### src/rtl/adder16_sched_if.sv
`default_nettype none
// ============================================================================
// Module      : adder16_sched_if
// Description : Bundle between the requesters/adder16 side and the shared
//               adder scheduler. The master side is the control unit together
//               with the adder16 instance; the slave side is the scheduler.
// Revision    : 1.0 - initial release
// ============================================================================
interface adder16_sched_if #(
  parameter int W    = 16,
  parameter int NREQ = 3
);
  logic [NREQ-1:0]   req_valid;
  logic [NREQ-1:0]   req_sub;
  logic [NREQ*W-1:0] req_a;
  logic [NREQ*W-1:0] req_b;
  logic [NREQ-1:0]   req_ready;
  logic              resp_valid;
  logic [1:0]        resp_id;
  logic [W-1:0]      resp_sum;
  logic              resp_of;
  logic              resp_sf;
  logic              resp_zf;
  logic              resp_cf;
  logic [W-1:0]      add_a;
  logic [W-1:0]      add_b;
  logic [W-1:0]      add_s;

  modport master (
    output req_valid, req_sub, req_a, req_b, add_s,
    input  req_ready, resp_valid, resp_id, resp_sum,
    input  resp_of, resp_sf, resp_zf, resp_cf, add_a, add_b
  );

  modport slave (
    input  req_valid, req_sub, req_a, req_b, add_s,
    output req_ready, resp_valid, resp_id, resp_sum,
    output resp_of, resp_sf, resp_zf, resp_cf, add_a, add_b
  );
endinterface
`default_nettype wire

### src/rtl/adder16_sched.sv
`default_nettype none
// ============================================================================
// Module      : adder16_sched
// Description : Round-robin scheduler sharing one combinational 16-bit adder
//               between NREQ requesters. Subtraction takes two adder passes
//               (two's-complement negate of b, then add). Returns the sum with
//               OF/SF/ZF/CF flags as a one-cycle result pulse.
// Revision    : 1.0 - initial release
// ============================================================================
module adder16_sched #(
  parameter int W    = 16,
  parameter int NREQ = 3
) (
  input  logic                clk,
  input  logic                rst_n,
  adder16_sched_if.slave      bus
);

  typedef enum logic [1:0] {
    S_IDLE = 2'd0,
    S_NEG  = 2'd1,
    S_ADD  = 2'd2
  } state_t;

  state_t       state_q, state_d;
  logic [1:0]   last_q, last_d;
  logic [1:0]   id_q, id_d;
  logic         sub_q, sub_d;
  logic [W-1:0] a_q, a_d;
  logic [W-1:0] b_q, b_d;
  logic [W-1:0] tmp_q, tmp_d;
  logic         resp_valid_q, resp_valid_d;
  logic [1:0]   resp_id_q, resp_id_d;
  logic [W-1:0] resp_sum_q, resp_sum_d;
  logic         resp_of_q, resp_of_d;
  logic         resp_sf_q, resp_sf_d;
  logic         resp_zf_q, resp_zf_d;
  logic         resp_cf_q, resp_cf_d;

  logic         found;
  logic [1:0]   grant_id;

  // Round-robin pick: first valid above the last winner, else first valid from 0 upward.
  always_comb begin
    found    = 1'b0;
    grant_id = 2'd0;
    for (int i = 0; i < NREQ; i++) begin
      if (!found && bus.req_valid[i] && (i > int'(last_q))) begin
        found    = 1'b1;
        grant_id = 2'(i);
      end
    end
    for (int i = 0; i < NREQ; i++) begin
      if (!found && bus.req_valid[i] && (i <= int'(last_q))) begin
        found    = 1'b1;
        grant_id = 2'(i);
      end
    end
  end

  // Next-state, adder operand steering, capture and flag generation.
  always_comb begin
    state_d       = state_q;
    last_d        = last_q;
    id_d          = id_q;
    sub_d         = sub_q;
    a_d           = a_q;
    b_d           = b_q;
    tmp_d         = tmp_q;
    resp_valid_d  = 1'b0;
    resp_id_d     = resp_id_q;
    resp_sum_d    = resp_sum_q;
    resp_of_d     = resp_of_q;
    resp_sf_d     = resp_sf_q;
    resp_zf_d     = resp_zf_q;
    resp_cf_d     = resp_cf_q;
    bus.req_ready = '0;
    bus.add_a     = '0;
    bus.add_b     = '0;
    case (state_q)
      S_IDLE: begin
        if (found) begin
          bus.req_ready[grant_id] = 1'b1;
          id_d    = grant_id;
          last_d  = grant_id;
          sub_d   = bus.req_sub[grant_id];
          a_d     = bus.req_a[int'(grant_id)*W +: W];
          b_d     = bus.req_b[int'(grant_id)*W +: W];
          state_d = bus.req_sub[grant_id] ? S_NEG : S_ADD;
        end
      end
      S_NEG: begin
        // First pass of a subtraction: tmp = -b.
        bus.add_a = ~b_q;
        bus.add_b = W'(1);
        tmp_d     = bus.add_s;
        state_d   = S_ADD;
      end
      S_ADD: begin
        bus.add_a    = a_q;
        bus.add_b    = sub_q ? tmp_q : b_q;
        resp_sum_d   = bus.add_s;
        resp_id_d    = id_q;
        resp_valid_d = 1'b1;
        resp_sf_d    = bus.add_s[W-1];
        resp_zf_d    = (bus.add_s == '0);
        // Flags are taken from the captured operands, never from tmp.
        if (sub_q) begin
          resp_cf_d = (a_q < b_q);
          resp_of_d = (a_q[W-1] != b_q[W-1]) && (bus.add_s[W-1] != a_q[W-1]);
        end else begin
          resp_cf_d = (bus.add_s < a_q);
          resp_of_d = (a_q[W-1] == b_q[W-1]) && (bus.add_s[W-1] != a_q[W-1]);
        end
        state_d = S_IDLE;
      end
      default: state_d = S_IDLE;
    endcase
  end

  // State and datapath registers with synchronous active-low reset.
  always_ff @(posedge clk) begin
    if (!rst_n) begin
      state_q      <= S_IDLE;
      last_q       <= 2'(NREQ-1);
      id_q         <= 2'd0;
      sub_q        <= 1'b0;
      a_q          <= '0;
      b_q          <= '0;
      tmp_q        <= '0;
      resp_valid_q <= 1'b0;
      resp_id_q    <= 2'd0;
      resp_sum_q   <= '0;
      resp_of_q    <= 1'b0;
      resp_sf_q    <= 1'b0;
      resp_zf_q    <= 1'b0;
      resp_cf_q    <= 1'b0;
    end else begin
      state_q      <= state_d;
      last_q       <= last_d;
      id_q         <= id_d;
      sub_q        <= sub_d;
      a_q          <= a_d;
      b_q          <= b_d;
      tmp_q        <= tmp_d;
      resp_valid_q <= resp_valid_d;
      resp_id_q    <= resp_id_d;
      resp_sum_q   <= resp_sum_d;
      resp_of_q    <= resp_of_d;
      resp_sf_q    <= resp_sf_d;
      resp_zf_q    <= resp_zf_d;
      resp_cf_q    <= resp_cf_d;
    end
  end

  assign bus.resp_valid = resp_valid_q;
  assign bus.resp_id    = resp_id_q;
  assign bus.resp_sum   = resp_sum_q;
  assign bus.resp_of    = resp_of_q;
  assign bus.resp_sf    = resp_sf_q;
  assign bus.resp_zf    = resp_zf_q;
  assign bus.resp_cf    = resp_cf_q;

endmodule
`default_nettype wire
### src/flat_wrapper.sv
// flat-port wrapper written by rule: the top's interface ports become plain ports
module adder16_sched_flat 
#(
  parameter int W    = 16,
  parameter int NREQ = 3
)
  (clk, rst_n, bus_req_valid, bus_req_sub, bus_req_a, bus_req_b, bus_add_s, bus_req_ready, bus_resp_valid, bus_resp_id, bus_resp_sum, bus_resp_of, bus_resp_sf, bus_resp_zf, bus_resp_cf, bus_add_a, bus_add_b);
  adder16_sched_if #(.W(W), .NREQ(NREQ)) bus_i ();
  input  logic clk;
  input  logic rst_n;
  input wire logic [$bits(bus_i.req_valid)-1:0] bus_req_valid;
  input wire logic [$bits(bus_i.req_sub)-1:0] bus_req_sub;
  input wire logic [$bits(bus_i.req_a)-1:0] bus_req_a;
  input wire logic [$bits(bus_i.req_b)-1:0] bus_req_b;
  input wire logic [$bits(bus_i.add_s)-1:0] bus_add_s;
  output wire logic [$bits(bus_i.req_ready)-1:0] bus_req_ready;
  output wire logic [$bits(bus_i.resp_valid)-1:0] bus_resp_valid;
  output wire logic [$bits(bus_i.resp_id)-1:0] bus_resp_id;
  output wire logic [$bits(bus_i.resp_sum)-1:0] bus_resp_sum;
  output wire logic [$bits(bus_i.resp_of)-1:0] bus_resp_of;
  output wire logic [$bits(bus_i.resp_sf)-1:0] bus_resp_sf;
  output wire logic [$bits(bus_i.resp_zf)-1:0] bus_resp_zf;
  output wire logic [$bits(bus_i.resp_cf)-1:0] bus_resp_cf;
  output wire logic [$bits(bus_i.add_a)-1:0] bus_add_a;
  output wire logic [$bits(bus_i.add_b)-1:0] bus_add_b;
  assign bus_i.req_valid = bus_req_valid;
  assign bus_i.req_sub = bus_req_sub;
  assign bus_i.req_a = bus_req_a;
  assign bus_i.req_b = bus_req_b;
  assign bus_i.add_s = bus_add_s;
  assign bus_req_ready = bus_i.req_ready;
  assign bus_resp_valid = bus_i.resp_valid;
  assign bus_resp_id = bus_i.resp_id;
  assign bus_resp_sum = bus_i.resp_sum;
  assign bus_resp_of = bus_i.resp_of;
  assign bus_resp_sf = bus_i.resp_sf;
  assign bus_resp_zf = bus_i.resp_zf;
  assign bus_resp_cf = bus_i.resp_cf;
  assign bus_add_a = bus_i.add_a;
  assign bus_add_b = bus_i.add_b;
  adder16_sched #(.W(W), .NREQ(NREQ)) u_core (.clk(clk), .rst_n(rst_n), .bus(bus_i));
endmodule
### config.mk
export PLATFORM = sky130hd
export DESIGN_NAME = adder16_sched_flat
export DESIGN_NICKNAME = d
export VERILOG_FILES = /design/src/rtl/adder16_sched_if.sv /design/src/rtl/adder16_sched.sv /design/src/flat_wrapper.sv
export SDC_FILE = /design/constraint.sdc
export NUM_CORES = 1
export LEC_CHECK = 0
export BUFFER_PORTS_ARGS = -buffer_cell sky130_fd_sc_hd__buf_2
export CAP_MARGIN = 20
export CORE_MARGIN = 2
export CORE_UTILIZATION = 40
export CTS_CLUSTER_DIAMETER = 80
export DETAILED_ROUTE_END_ITERATION = 6
export PLACE_DENSITY_LB_ADDON = 0.15
export SETUP_SLACK_MARGIN = 0.02
export SLEW_MARGIN = 20
export SYNTH_ARGS = -nofsm -noshare
export SYNTH_HDL_FRONTEND = slang
export SYNTH_SLANG_ARGS = --single-unit
### constraint.sdc
create_clock -name clk -period 4.4 [get_ports clk]
set_clock_uncertainty 0.15 [all_clocks]
set_input_delay 0 -clock clk [delete_from_list [all_inputs] [get_ports clk]]
set_output_delay 0 -clock clk [all_outputs]
set_load 0.01 [all_outputs]
==> parameters.txt, run 1 <==
Parameter                              Value

Routing
  Final Routed Wirelength ... 15700 µm
  Count of TritonRoute iterations in the first routing pass ... 5
  Via count ... 5090
  Post-route ant nets ... 0
  Post-detailed-route wirelength per cell ... 16.3 µm
  DRC violations left ... 0
  DRT iter0 DRCs ... 210
  Number of vias per cell ... 5.31

Clock tree
  Clock sink count ... 76
  Clock tree from TritonCTS ... built
  Latest clock arrival within the worst-skew pair ... 0.33 ns
  Num CTS Buffers ... 9
  Clock root buffer master ... sky130_fd_sc_hd__clkbuf_16
  Worst-case clock buffer depth ... 2
  Setup repair bufs after CTS ... 0
  Clock transition at the registers of the reported paths ... 0.06 ns
  Number of H-tree levels ... 3

Placement
  DP HPWL ... 11500 µm
  Pre-CTS setup slack ... 2.00 ns
  Post-detailed-placement cell area ... 0.00542 mm²
  Placed cells ... 839
  Count of port buffers added during placement ... 177
  Placer Congestion ... 0.824

Synthesis
  Post-synthesis sequential area ratio ... 33.7%
  Main flop type after synthesis ... sky130_fd_sc_hd__dfxtp_1
  Fraction of registers with async set or reset after synthesis ... 0%
  Synth Cell Area ... 0.00451 mm²
  Yosys Warn Count ... 0
  Post-Synthesis Net Count ... 709
  Number of synthesized flops with an enable pin ... 0
  Distinct cells, synth ... 42
  Largest area contributor in the synthesized netlist ... sky130_fd_sc_hd__dfxtp_1
  Synth Instances ... 556
  Number of synthesized register bits ... 76
  Mapped Avg Cell Area ... 8.11 µm²
  Top cells by area in the synthesized netlist ... sky130_fd_sc_hd__dfxtp_1 34%, sky130_fd_sc_hd__mux2i_1 11%, sky130_fd_sc_hd__ha_1 9.2%
  Fraction of post-synthesis cell area in the top cell type by area ... 33.7%

Critical path
  Kind of critical path ... reg -> reg
  Category of the worst setup path launch point ... register
  FF-to-FF End ... u_core.b_q[0]
  Slack of the worst reg-to-reg path ... 1.04 ns
  Nature of the critical path endpoint ... register
  Required time of the critical path ... 4.47 ns
  Peak fanout along the critical path ... 34
  Number of cells on the worst reg-to-reg path ... 7
  Critical path data arrival time ... 3.43 ns
  Reg2reg start ... u_core.last_q[1]

Hold path
  Number of instances on the worst hold path ... 4
  Path class of the lowest-slack min-delay path ... in -> reg
  Launch point of the worst hold path ... bus_req_sub[2]
  Hold Path Sink ... u_core.state_q[0]

Timing
  Highest achievable clock rate ... 0.297 GHz
  Worst setup slack after layout ... 1.04 ns
  Final period demand of the worst path ... 3.36 ns
  Max-slew violations ... 0
  Slew at the pin closest to its max-slew limit ... 1.03 ns
  Unrepaired setup endpoints after global routing ... no
  Hold violation total from the final report ... 0
  Period utilisation layout ... 76.4%
  Worst slew margin relative to its limit ... 31.4%
  Setup TNS ... 0 ns
  Number of failing setup endpoints in the final timing report ... 0

Final layout
  Most frequent standard cell in the layout excluding fill and tap cells ... sky130_fd_sc_hd__buf_2
  Non-filler cells, final ... 959
  Diodes inserted ... 0
  Net count of the finished layout ... 969
  Proportion of layout cells with a drive suffix above 1 ... 25.0%
  Number of fillers in the final layout ... 990
  Area growth from synthesis to layout ... 50.0%
  Top library cells by usage in the layout, fill and taps aside ... 177 x sky130_fd_sc_hd__buf_2, 106 x sky130_fd_sc_hd__dlygate4sd3_1, 76 x sky130_fd_sc_hd__dfxtp_1
  Final instance area ... 0.00676 mm²

Global routing
  Leftover overflow at the end of global routing ... 0
  Total routing resource utilization after global routing ... 25.8%
  Number of antenna violations at the first check in global routing ... 0
  Wire length of the first global-routing pass ... 24200 µm
  Largest net degree at the start of global routing ... 42
  Via count of the first global-routing pass ... 4994

Pwr
  Switching portion of total power ... 33.5%
  Clock network fraction of total power ... 28.5%
  NetSw ... 835 µW
  Leakage power summed over all cells ... 0.00315 µW
  Seq pwr share ... 35.4%
  P per Cell Area ... 368 mW/mm²
  Pint ... 1650 µW
  Power share of the combinational group ... 36.1%
  IR drop worst, VDD ... 0.194 mV

Die
  Effective utilization at floorplan ... 41.2%
  Number of cell rows ... 38
  Top Ports ... 178
  Core ar. ... 0.0109 mm²
  Die Y ... 110 µm
  Die Outline Area ... 0.0121 mm²
  X dimension of the die ... 110 µm

Outcome
  Outcome ... finished, final reports clean

Flow run
  Total of max-cap violations ... 0
-- power groups by stage --
stage	Sequential, µW	Combinational (µW)	Clock, µW
after floorplan	862	515	0
after global placement	889	721	0
after detailed placement	893	738	0
after CTS	879	890	717
after global routing	892	998	754
final	880	899	710
-- Yosys cell counts (all sizes together) (12+ instances only) --
cell type	instances
a211oi	34
a21oi	12
and3	34
buf	21
clkbuf	18
dfxtp	76
ha	33
inv	39
mux2i	50
nand2	42
nor2	58
o21ai	73
o22ai	18
-- critical path, cell delays in order, from the launching register on --
cell and delay (ns):
sky130_fd_sc_hd__dfxtp_1 0.41, sky130_fd_sc_hd__nor2b_2 0.06, sky130_fd_sc_hd__o22ai_2 0.47, sky130_fd_sc_hd__nand2_2 0.52
sky130_fd_sc_hd__a211oi_1 0.40, sky130_fd_sc_hd__dlygate4sd3_1 0.61, sky130_fd_sc_hd__o21ai_1 0.07, sky130_fd_sc_hd__dlygate4sd3_1 0.54
-- kinds of logic after synthesis --
kind of cell    share of synthesized area [%]
flops                                    33.7
compound gates                           20.8
simple gates                             17.6
mux                                      11.1
fa+ha+maj                                9.16
xor+xnor                                0.194
buf+inv                                  7.44
-- metrics by stage --
stage                     hold slack (ns)  power [µW]  util, %
final                              0.0320        2490     61.8
after global routing               0.0957        2640     61.8
after CTS                          0.0428        2490     61.8
after detailed placement            0.136        1630     49.5
after global placement              0.130        1610     49.5
after floorplan                   -0.0113        1380        -
-- worst max-delay path by stage --
stage | start | to | slack, ns
after global routing | u_core.last_q[1] | u_core.a_q[9] | 0.93
after CTS | u_core.last_q[1] | u_core.b_q[0] | 1.11
final | u_core.last_q[1] | u_core.b_q[0] | 1.04
after global placement | u_core.last_q[1] | u_core.state_q[1] | 2.09
after detailed placement | u_core.state_q[0] | u_core.b_q[8] | 2.00
after floorplan | u_core.b_q[6] | u_core.bus.resp_cf | 2.67
-- cell type report --
type / instances / area (µm²) / area share [%]
inverters: 39 / 146 / 2.17
flip-flops and latches: 76 / 1520 / 22.5
clock buffers: 9 / 225 / 3.33
multi-input cells: 402 / 2650 / 39.2
repair buffers: 288 / 1980 / 29.4
clock inverters: 5 / 55.1 / 0.814
well taps: 140 / 175 / 2.59
-- registers in the layout, indices dropped and copies added, names as in the netlist, 2 cells and up --
name,count
u_core.a_q,16
u_core.state_q,2
u_core.tmp_q,16
u_core.bus.resp_sum,15
u_core.b_q,16
u_core.id_q,2
u_core.bus.resp_id,2
-- repair_timing --
action	CTS	global route
hold buffers	106	0
gates resized for setup	0	0
endpoints found under the hold margin	71	0
-- metal layers --
metal | global-route usage (%) | vias to the layer above | part of all wire, %
li1 | - | 2501 | -
met1 | 33.1 | 2368 | 45
met2 | 45.0 | 202 | 47
met3 | 3.35 | 19 | 6.0
met4 | 7.50 | 0 | 1.4
met5 | 0 | - | 0
No activity file was read; power rests on OpenSTA's default activity.
==> inputs of run 2 (changes only) <==
==> constraint.sdc (replaced) <==
create_clock -name clk -period 3 [get_ports clk]
set_clock_uncertainty 0.15 [all_clocks]
set_input_delay 0 -clock clk [delete_from_list [all_inputs] [get_ports clk]]
set_output_delay 0 -clock clk [all_outputs]
set_load 0.01 [all_outputs]
==> run 2 against run 1 <==
  * Total power grew 49%
  * Worst hold slack improved by 0.0097 ns
  * Highest routed layer unchanged
  * First-iteration DRC count is 12% higher
  * Critical path depth is 1 higher
  * Core utilization up 0.24 points
==> parameters.txt, run 2 (synthesized netlist as in run 1, its figures left out) <==
Parameter                              Value

Critical path
  Number of cells on the worst reg-to-reg path ... 8 (+1)
  Slack of the worst reg-to-reg path ... 0.17 ns (-0.87 ns)
  Critical path data arrival time ... 2.90 ns (-0.53 ns)
  Peak fanout along the critical path ... 34 (unchanged)
  Required time of the critical path ... 3.07 ns (-1.40 ns)
  Category of the worst setup path launch point ... register
  Reg2reg start ... u_core.last_q[1]
  Kind of critical path ... reg -> reg
  Nature of the critical path endpoint ... register
  FF-to-FF End ... u_core.b_q[0]

Die
  Die Outline Area ... 0.0121 mm² (unchanged)
  Effective utilization at floorplan ... 41.2% (unchanged)
  Top Ports ... 178 (unchanged)
  Number of cell rows ... 38 (unchanged)
  X dimension of the die ... 110 µm (unchanged)
  Core ar. ... 0.0109 mm² (unchanged)
  Die Y ... 110 µm (unchanged)

Clock tree
  Worst-case clock buffer depth ... 2 (unchanged)
  Clock root buffer master ... sky130_fd_sc_hd__clkbuf_16
  Clock sink count ... 76 (unchanged)
  Num CTS Buffers ... 9 (unchanged)
  Latest clock arrival within the worst-skew pair ... 0.34 ns (about the same)
  Number of H-tree levels ... 3 (unchanged)
  Clock transition at the registers of the reported paths ... 0.06 ns (about the same)
  Clock tree from TritonCTS ... built

Final layout
  Final instance area ... 0.00679 mm² (+0.39%)
  Diodes inserted ... 0 (unchanged)
  Proportion of layout cells with a drive suffix above 1 ... 25.7% (+0.67 points)
  Most frequent standard cell in the layout excluding fill and tap cells ... sky130_fd_sc_hd__buf_2
  Net count of the finished layout ... 969 (unchanged)
  Top library cells by usage in the layout, fill and taps aside ... 177 x sky130_fd_sc_hd__buf_2, 102 x sky130_fd_sc_hd__dlygate4sd3_1, 76 x sky130_fd_sc_hd__dfxtp_1
  Share of the core filled with cells in the final layout ... 62.1% (+0.24 points)
  Area growth from synthesis to layout ... 50.5%
  Largest registers ... u_core.a_q: 16 flops, u_core.b_q: 16 flops, u_core.tmp_q: 16 flops

Placement
  Count of port buffers added during placement ... 177 (unchanged)
  Post-detailed-placement cell area ... 0.00545 mm² (+0.55%)
  DP HPWL ... 11700 µm (+2.0%)
  Placer Congestion ... 0.850 (+3.1%)

Routing
  Post-route ant nets ... 0 (unchanged)
  Via count ... 5041 (-0.96%)
  Count of TritonRoute iterations in the first routing pass ... 4 (-1)
  DRC violations left ... 0 (unchanged)
  Number of vias per cell ... 5.25 (-1.2%)
  DRT iter0 DRCs ... 236 (+12%)
  Final Routed Wirelength ... 15500 µm (-1.2%)
  Post-detailed-route wirelength per cell ... 16.1 µm (-1.4%)

Global routing
  Leftover overflow at the end of global routing ... 0 (unchanged)
  Via count of the first global-routing pass ... 5031 (+0.74%)
  Number of antenna violations at the first check in global routing ... 0 (unchanged)
  Total routing resource utilization after global routing ... 25.7% (about the same)
  Most utilized layer in the global route result ... met2
  Met2 capacity usage during global routing ... 44.3% (-0.79 points)
  Largest net degree at the start of global routing ... 41 (-2.4%)
  Wire length of the first global-routing pass ... 24100 µm (-0.51%)
  Met3 track demand over resource ... 4.12% (+0.76 points)
  Met1 Use GR ... 32.7% (-0.35 points)

Outcome
  Outcome ... finished, final reports clean

Timing
  Final period demand of the worst path ... 2.83 ns (-0.529 ns)
  Setup TNS ... 0 ns (unchanged)
  Unrepaired setup endpoints after global routing ... no
  Max-slew violations ... 0 (unchanged)
  Number of failing setup endpoints in the final timing report ... 0 (unchanged)
  Worst slew margin relative to its limit ... 47.0% (+16 points)
  Smallest hold slack ... 0.0417 ns (+0.00968 ns)
  Highest achievable clock rate ... 0.353 GHz (+19%)
  Period utilisation layout ... 94.5% (+18 points)
  Hold violation total from the final report ... 0 (unchanged)
  Slew at the pin closest to its max-slew limit ... 0.794 ns (-0.233 ns)

Flow run
  Total of max-cap violations ... 0 (unchanged)

Pwr
  IR drop worst, VDD ... 0.322 mV (+65%)
  P per Cell Area ... 545 mW/mm² (+48%)
  Leakage power summed over all cells ... 0.00315 µW (+0.13%)

Hold path
  Hold Path Sink ... u_core.id_q[0]
  Path class of the lowest-slack min-delay path ... in -> reg
  Number of instances on the worst hold path ... 3 (-1)
  Launch point of the worst hold path ... bus_req_valid[1]
==> run 2: changes by cell type in the layout (fill, tap and decap cells not counted) <==
cell,change
sky130_fd_sc_hd__nand2_4,+1
sky130_fd_sc_hd__clkinv_2,-1
sky130_fd_sc_hd__clkbuf_8,+2
sky130_fd_sc_hd__buf_4,+4
sky130_fd_sc_hd__nand2_2,-1
sky130_fd_sc_hd__dlygate4sd3_1,-4
sky130_fd_sc_hd__inv_6,+1
==> run 2: final cells by class <==
class	count	area (µm²)
fill	975	4150
multi-input combinational	402	2660
inverter	39	146
clock buffer	11	253
sequential	76	1520
clock inverter	5	58.8
tap	140	175
timing repair buffer	288	1970
==> run 2: worst max path at each step <==
stage	cells after the start	slack, ns	startpoint	to
finish	8	0.17	u_core.last_q[1]	u_core.b_q[0]
global route	6	0.02	u_core.id_q[0]	u_core.a_q[14]
CTS	8	0.04	u_core.last_q[1]	u_core.b_q[0]
detailed placement	5	0.74	u_core.id_q[0]	u_core.a_q[12]
global placement	5	0.80	u_core.id_q[0]	u_core.a_q[12]
floorplan	7	1.27	u_core.b_q[6]	u_core.bus.resp_cf
==> run 2: power breakdown <==
part | switching [µW] | internal [µW] | leakage [µW]
Sequential | 153 | 1150 | 0.000624
Combinational | 653 | 628 | 0.00238
Clock | 424 | 691 | 0.000148
Total | 1230 | 2470 | 0.00315
==> run 2: metal layers <==
| layer | up-vias | wire length (µm) |
|---|---|---|
| met2 | 191 | 7250 |
| met5 | - | 0 |
| met4 | 0 | 233 |
| met1 | 2325 | 6950 |
| met3 | 22 | 1020 |
| li1 | 2503 | - |
==> run 2: worst max-delay path: stages, from the launching register on <==
cell	delay [ns]
sky130_fd_sc_hd__dfxtp_1	0.42
sky130_fd_sc_hd__nor2b_2	0.07
sky130_fd_sc_hd__o22ai_2	0.09
sky130_fd_sc_hd__buf_4	0.23
sky130_fd_sc_hd__nand2_4	0.22
sky130_fd_sc_hd__a211oi_1	0.32
sky130_fd_sc_hd__dlygate4sd3_1	0.59
sky130_fd_sc_hd__o21ai_1	0.06
sky130_fd_sc_hd__dlygate4sd3_1	0.56
==> run 2: what timing repair did <==
| item | in CTS | in global routing |
|---|---|---|
| gates resized for setup | 0 | 2 |
| hold endpoints to repair | 69 | 0 |
| setup endpoints to repair | 0 | 8 |
| setup buffers | 0 | 0 |
| hold buffers | 102 | 0 |
==> run 2: through the flow <==
stage	std cells	worst slack, ns	power (µW)
after floorplan	556	1.27	2020
after global placement	843	0.801	2370
after detailed placement	843	0.741	2400
after CTS	961	0.0409	3700
after global routing	961	0.0241	3920
final	961	0.166	3700
==> inputs of run 3 (changes only) <==
--- a/config.mk
+++ b/config.mk
@@ -9,6 +9,7 @@
 export CAP_MARGIN = 20
 export CORE_MARGIN = 2
 export CORE_UTILIZATION = 40
+export CTS_BUF_LIST = sky130_fd_sc_hd__clkbuf_2 sky130_fd_sc_hd__clkbuf_4 sky130_fd_sc_hd__clkbuf_8
 export CTS_CLUSTER_DIAMETER = 80
 export DETAILED_ROUTE_END_ITERATION = 6
 export PLACE_DENSITY_LB_ADDON = 0.15
==> run 3 against run 2 <==
  * Register-to-register slack is essentially flat
  * Flip-flop and latch count is the same
  * First-iteration DRC count shrank 6.4%
  * Die area is the same
  * Wire length shrank 0.49%
  * Non-clock buffer count grew 2
  * Total power shrank 7.9%
  * Fmax is essentially flat
  * Worst setup slack lost 0.0019 ns
  * Clock-buffer cell count is the same
  * Worst hold slack gained 0.0074 ns
  * Sequential power is essentially flat
  * Largest power group unchanged
  * Critical endpoint is now u_core.a_q[12]
==> parameters.txt, run 3 (synthesized netlist as in run 1, its figures left out) <==
Parameter                              Value

Outcome
  Outcome ... finished, final reports clean

Final layout
  Proportion of layout cells with a drive suffix above 1 ... 25.6% (-0.062 points)
  Largest registers ... u_core.a_q: 16 flops, u_core.b_q: 16 flops, u_core.tmp_q: 16 flops
  Diodes inserted ... 0 (unchanged)
  Share of the core filled with cells in the final layout ... 61.3% (-0.74 points)
  Net count of the finished layout ... 971 (+0.21%)
  Most frequent standard cell in the layout excluding fill and tap cells ... sky130_fd_sc_hd__buf_2
  Final instance area ... 0.00671 mm² (-1.2%)
  Area growth from synthesis to layout ... 48.7%
  Number of fillers in the final layout ... 991 (+1.6%)
  Register area ... 0.00152 mm² (unchanged)
  Non-filler cells, final ... 963 (+0.21%)
  Top library cells by usage in the layout, fill and taps aside ... 177 x sky130_fd_sc_hd__buf_2, 104 x sky130_fd_sc_hd__dlygate4sd3_1, 76 x sky130_fd_sc_hd__dfxtp_1
  Multi-input combinational cell area ... 0.00266 mm² (unchanged)

Critical path
  Nature of the critical path endpoint ... register
  Critical path data arrival time ... 2.93 ns (+0.03 ns)
  Required time of the critical path ... 3.10 ns (+0.03 ns)
  Critical Path Start ... u_core.id_q[0]
  Reg2reg start ... u_core.id_q[0]
  Peak fanout along the critical path ... 33 (-2.9%)
  Slack of the worst reg-to-reg path ... 0.16 ns (about the same)
  Kind of critical path ... reg -> reg
  Category of the worst setup path launch point ... register
  FF-to-FF End ... u_core.a_q[12]
  Number of cells on the worst reg-to-reg path ... 6 (-2)

Global routing
  Met3 track demand over resource ... 4.41% (+0.29 points)
  Met2 capacity usage during global routing ... 43.3% (-1.0 points)
  Number of antenna violations at the first check in global routing ... 0 (unchanged)
  Leftover overflow at the end of global routing ... 0 (unchanged)
  Total routing resource utilization after global routing ... 25.7% (about the same)
  Wire length of the first global-routing pass ... 24100 µm (-0.14%)
  Most utilized layer in the global route result ... met2
  Met1 Use GR ... 32.6% (-0.12 points)
  Largest net degree at the start of global routing ... 41 (unchanged)
  Via count of the first global-routing pass ... 5063 (+0.64%)

Clock tree
  Clock root buffer master ... sky130_fd_sc_hd__clkbuf_8
  Clock tree from TritonCTS ... built
  Number of H-tree levels ... 3 (unchanged)
  Setup repair bufs after CTS ... 0 (unchanged)
  Latest clock arrival within the worst-skew pair ... 0.35 ns (about the same)
  Num CTS Buffers ... 9 (unchanged)
  Clock sink count ... 76 (unchanged)
  Worst-case clock buffer depth ... 2 (unchanged)
  Clock transition at the registers of the reported paths ... 0.09 ns (+0.03 ns)

Die
  Die Y ... 110 µm (unchanged)
  Effective utilization at floorplan ... 41.2% (unchanged)
  Die Outline Area ... 0.0121 mm² (unchanged)
  Top Ports ... 178 (unchanged)
  Number of cell rows ... 38 (unchanged)
  X dimension of the die ... 110 µm (unchanged)
  Core ar. ... 0.0109 mm² (unchanged)

Routing
  Final Routed Wirelength ... 15400 µm (-0.49%)
  Count of TritonRoute iterations in the first routing pass ... 4 (unchanged)
  DRT iter0 DRCs ... 221 (-6.4%)
  Via count ... 5043 (+0.040%)
  Post-detailed-route wirelength per cell ... 16.0 µm (-0.70%)
  Post-route ant nets ... 0 (unchanged)
  DRC violations left ... 0 (unchanged)
  Number of vias per cell ... 5.24 (-0.17%)

Pwr
  IR drop worst, VDD ... 0.255 mV (-21%)
  P per Cell Area ... 508 mW/mm² (-6.7%)
  Leakage power summed over all cells ... 0.00311 µW (-1.3%)

Timing
  Hold violation total from the final report ... 0 (unchanged)
  Worst setup slack after layout ... 0.164 ns (-0.00187 ns)
  Setup TNS ... 0 ns (unchanged)
  Max-slew violations ... 0 (unchanged)
  Worst slew margin relative to its limit ... 46.3% (-0.72 points)
  Slew at the pin closest to its max-slew limit ... 0.804 ns (+0.0108 ns)
  Highest achievable clock rate ... 0.353 GHz (about the same)
  Period utilisation layout ... 94.5% (about the same)
  Final period demand of the worst path ... 2.84 ns (+0.00187 ns)
  Unrepaired setup endpoints after global routing ... yes
  Number of failing setup endpoints in the final timing report ... 0 (unchanged)

Placement
  Count of port buffers added during placement ... 177 (unchanged)
  Post-detailed-placement cell area ... 0.00545 mm² (unchanged)
  DP HPWL ... 11700 µm (unchanged)
  Placed cells ... 843 (unchanged)
  Placer Congestion ... 0.850 (unchanged)
  Pre-CTS setup slack ... 0.741 ns (unchanged)

Hold path
  Path class of the lowest-slack min-delay path ... in -> reg
  Launch point of the worst hold path ... bus_req_valid[2]
  Hold Path Sink ... u_core.id_q[1]
  Number of instances on the worst hold path ... 3 (unchanged)

Flow run
  Total of max-cap violations ... 0 (unchanged)
## run 3: cell count changes in the layout (fill, tap and decap cells not counted)
cell and change:
sky130_fd_sc_hd__dlygate4sd3_1 +2, sky130_fd_sc_hd__clkbuf_16 -9, sky130_fd_sc_hd__clkbuf_8 +9
## run 3: routing by layer
layer | wire length (µm) | vias to the layer above
li1 | - | 2507
met1 | 7060 | 2331
met2 | 7100 | 178
met3 | 871 | 27
met4 | 356 | 0
met5 | 0 | -
## run 3: what timing repair did
item	4_1_cts	5_1_grt
hold buffers	104	0
endpoints found under the hold margin	71	0
endpoints found under the setup margin	0	8
resized for setup	0	2
## run 3: power by group
group / internal (µW) / switching (µW) / total [µW]
Combinational: 628 / 655 / 1280
Clock: 431 / 395 / 826
Sequential: 1150 / 152 / 1300
Total: 2210 / 1200 / 3410
## run 3: final cells by class
class | instances | share of cell area (%)
Clock buffer | 11 | 2.26
Clock inverter | 5 | 0.877
Inverter | 39 | 2.18
Multi-Input combinational cell | 402 | 39.6
Sequential cell | 76 | 22.7
Tap cell | 140 | 2.61
Timing Repair Buffer | 290 | 29.7
## run 3: worst max path at each step
stage	endpoint	slack [ns]	cells after the start
detailed placement	u_core.a_q[12]	0.74	5
finish	u_core.a_q[12]	0.16	6
CTS	u_core.a_q[4]	0.04	7
global route	u_core.a_q[12]	0.02	6
global placement	u_core.a_q[12]	0.80	5
floorplan	u_core.bus.resp_cf	1.27	7
## run 3: per-stage QoR
step	power, µW	hold slack (ns)
2_1_floorplan	2020	-0.0113
3_3_place_gp	2370	0.132
3_5_place_dp	2400	0.143
4_1_cts	3400	0.0415
5_1_grt	3620	0.0678
6_report	3410	0.0491
## run 3: worst max-delay path, stage by stage (launching register included)
cell	delay (ns)
sky130_fd_sc_hd__dfxtp_1	0.41
sky130_fd_sc_hd__nor2b_1	0.08
sky130_fd_sc_hd__o22ai_2	0.36
sky130_fd_sc_hd__nand2_2	0.44
sky130_fd_sc_hd__a211oi_1	0.59
sky130_fd_sc_hd__o21ai_1	0.13
sky130_fd_sc_hd__dlygate4sd3_1	0.57
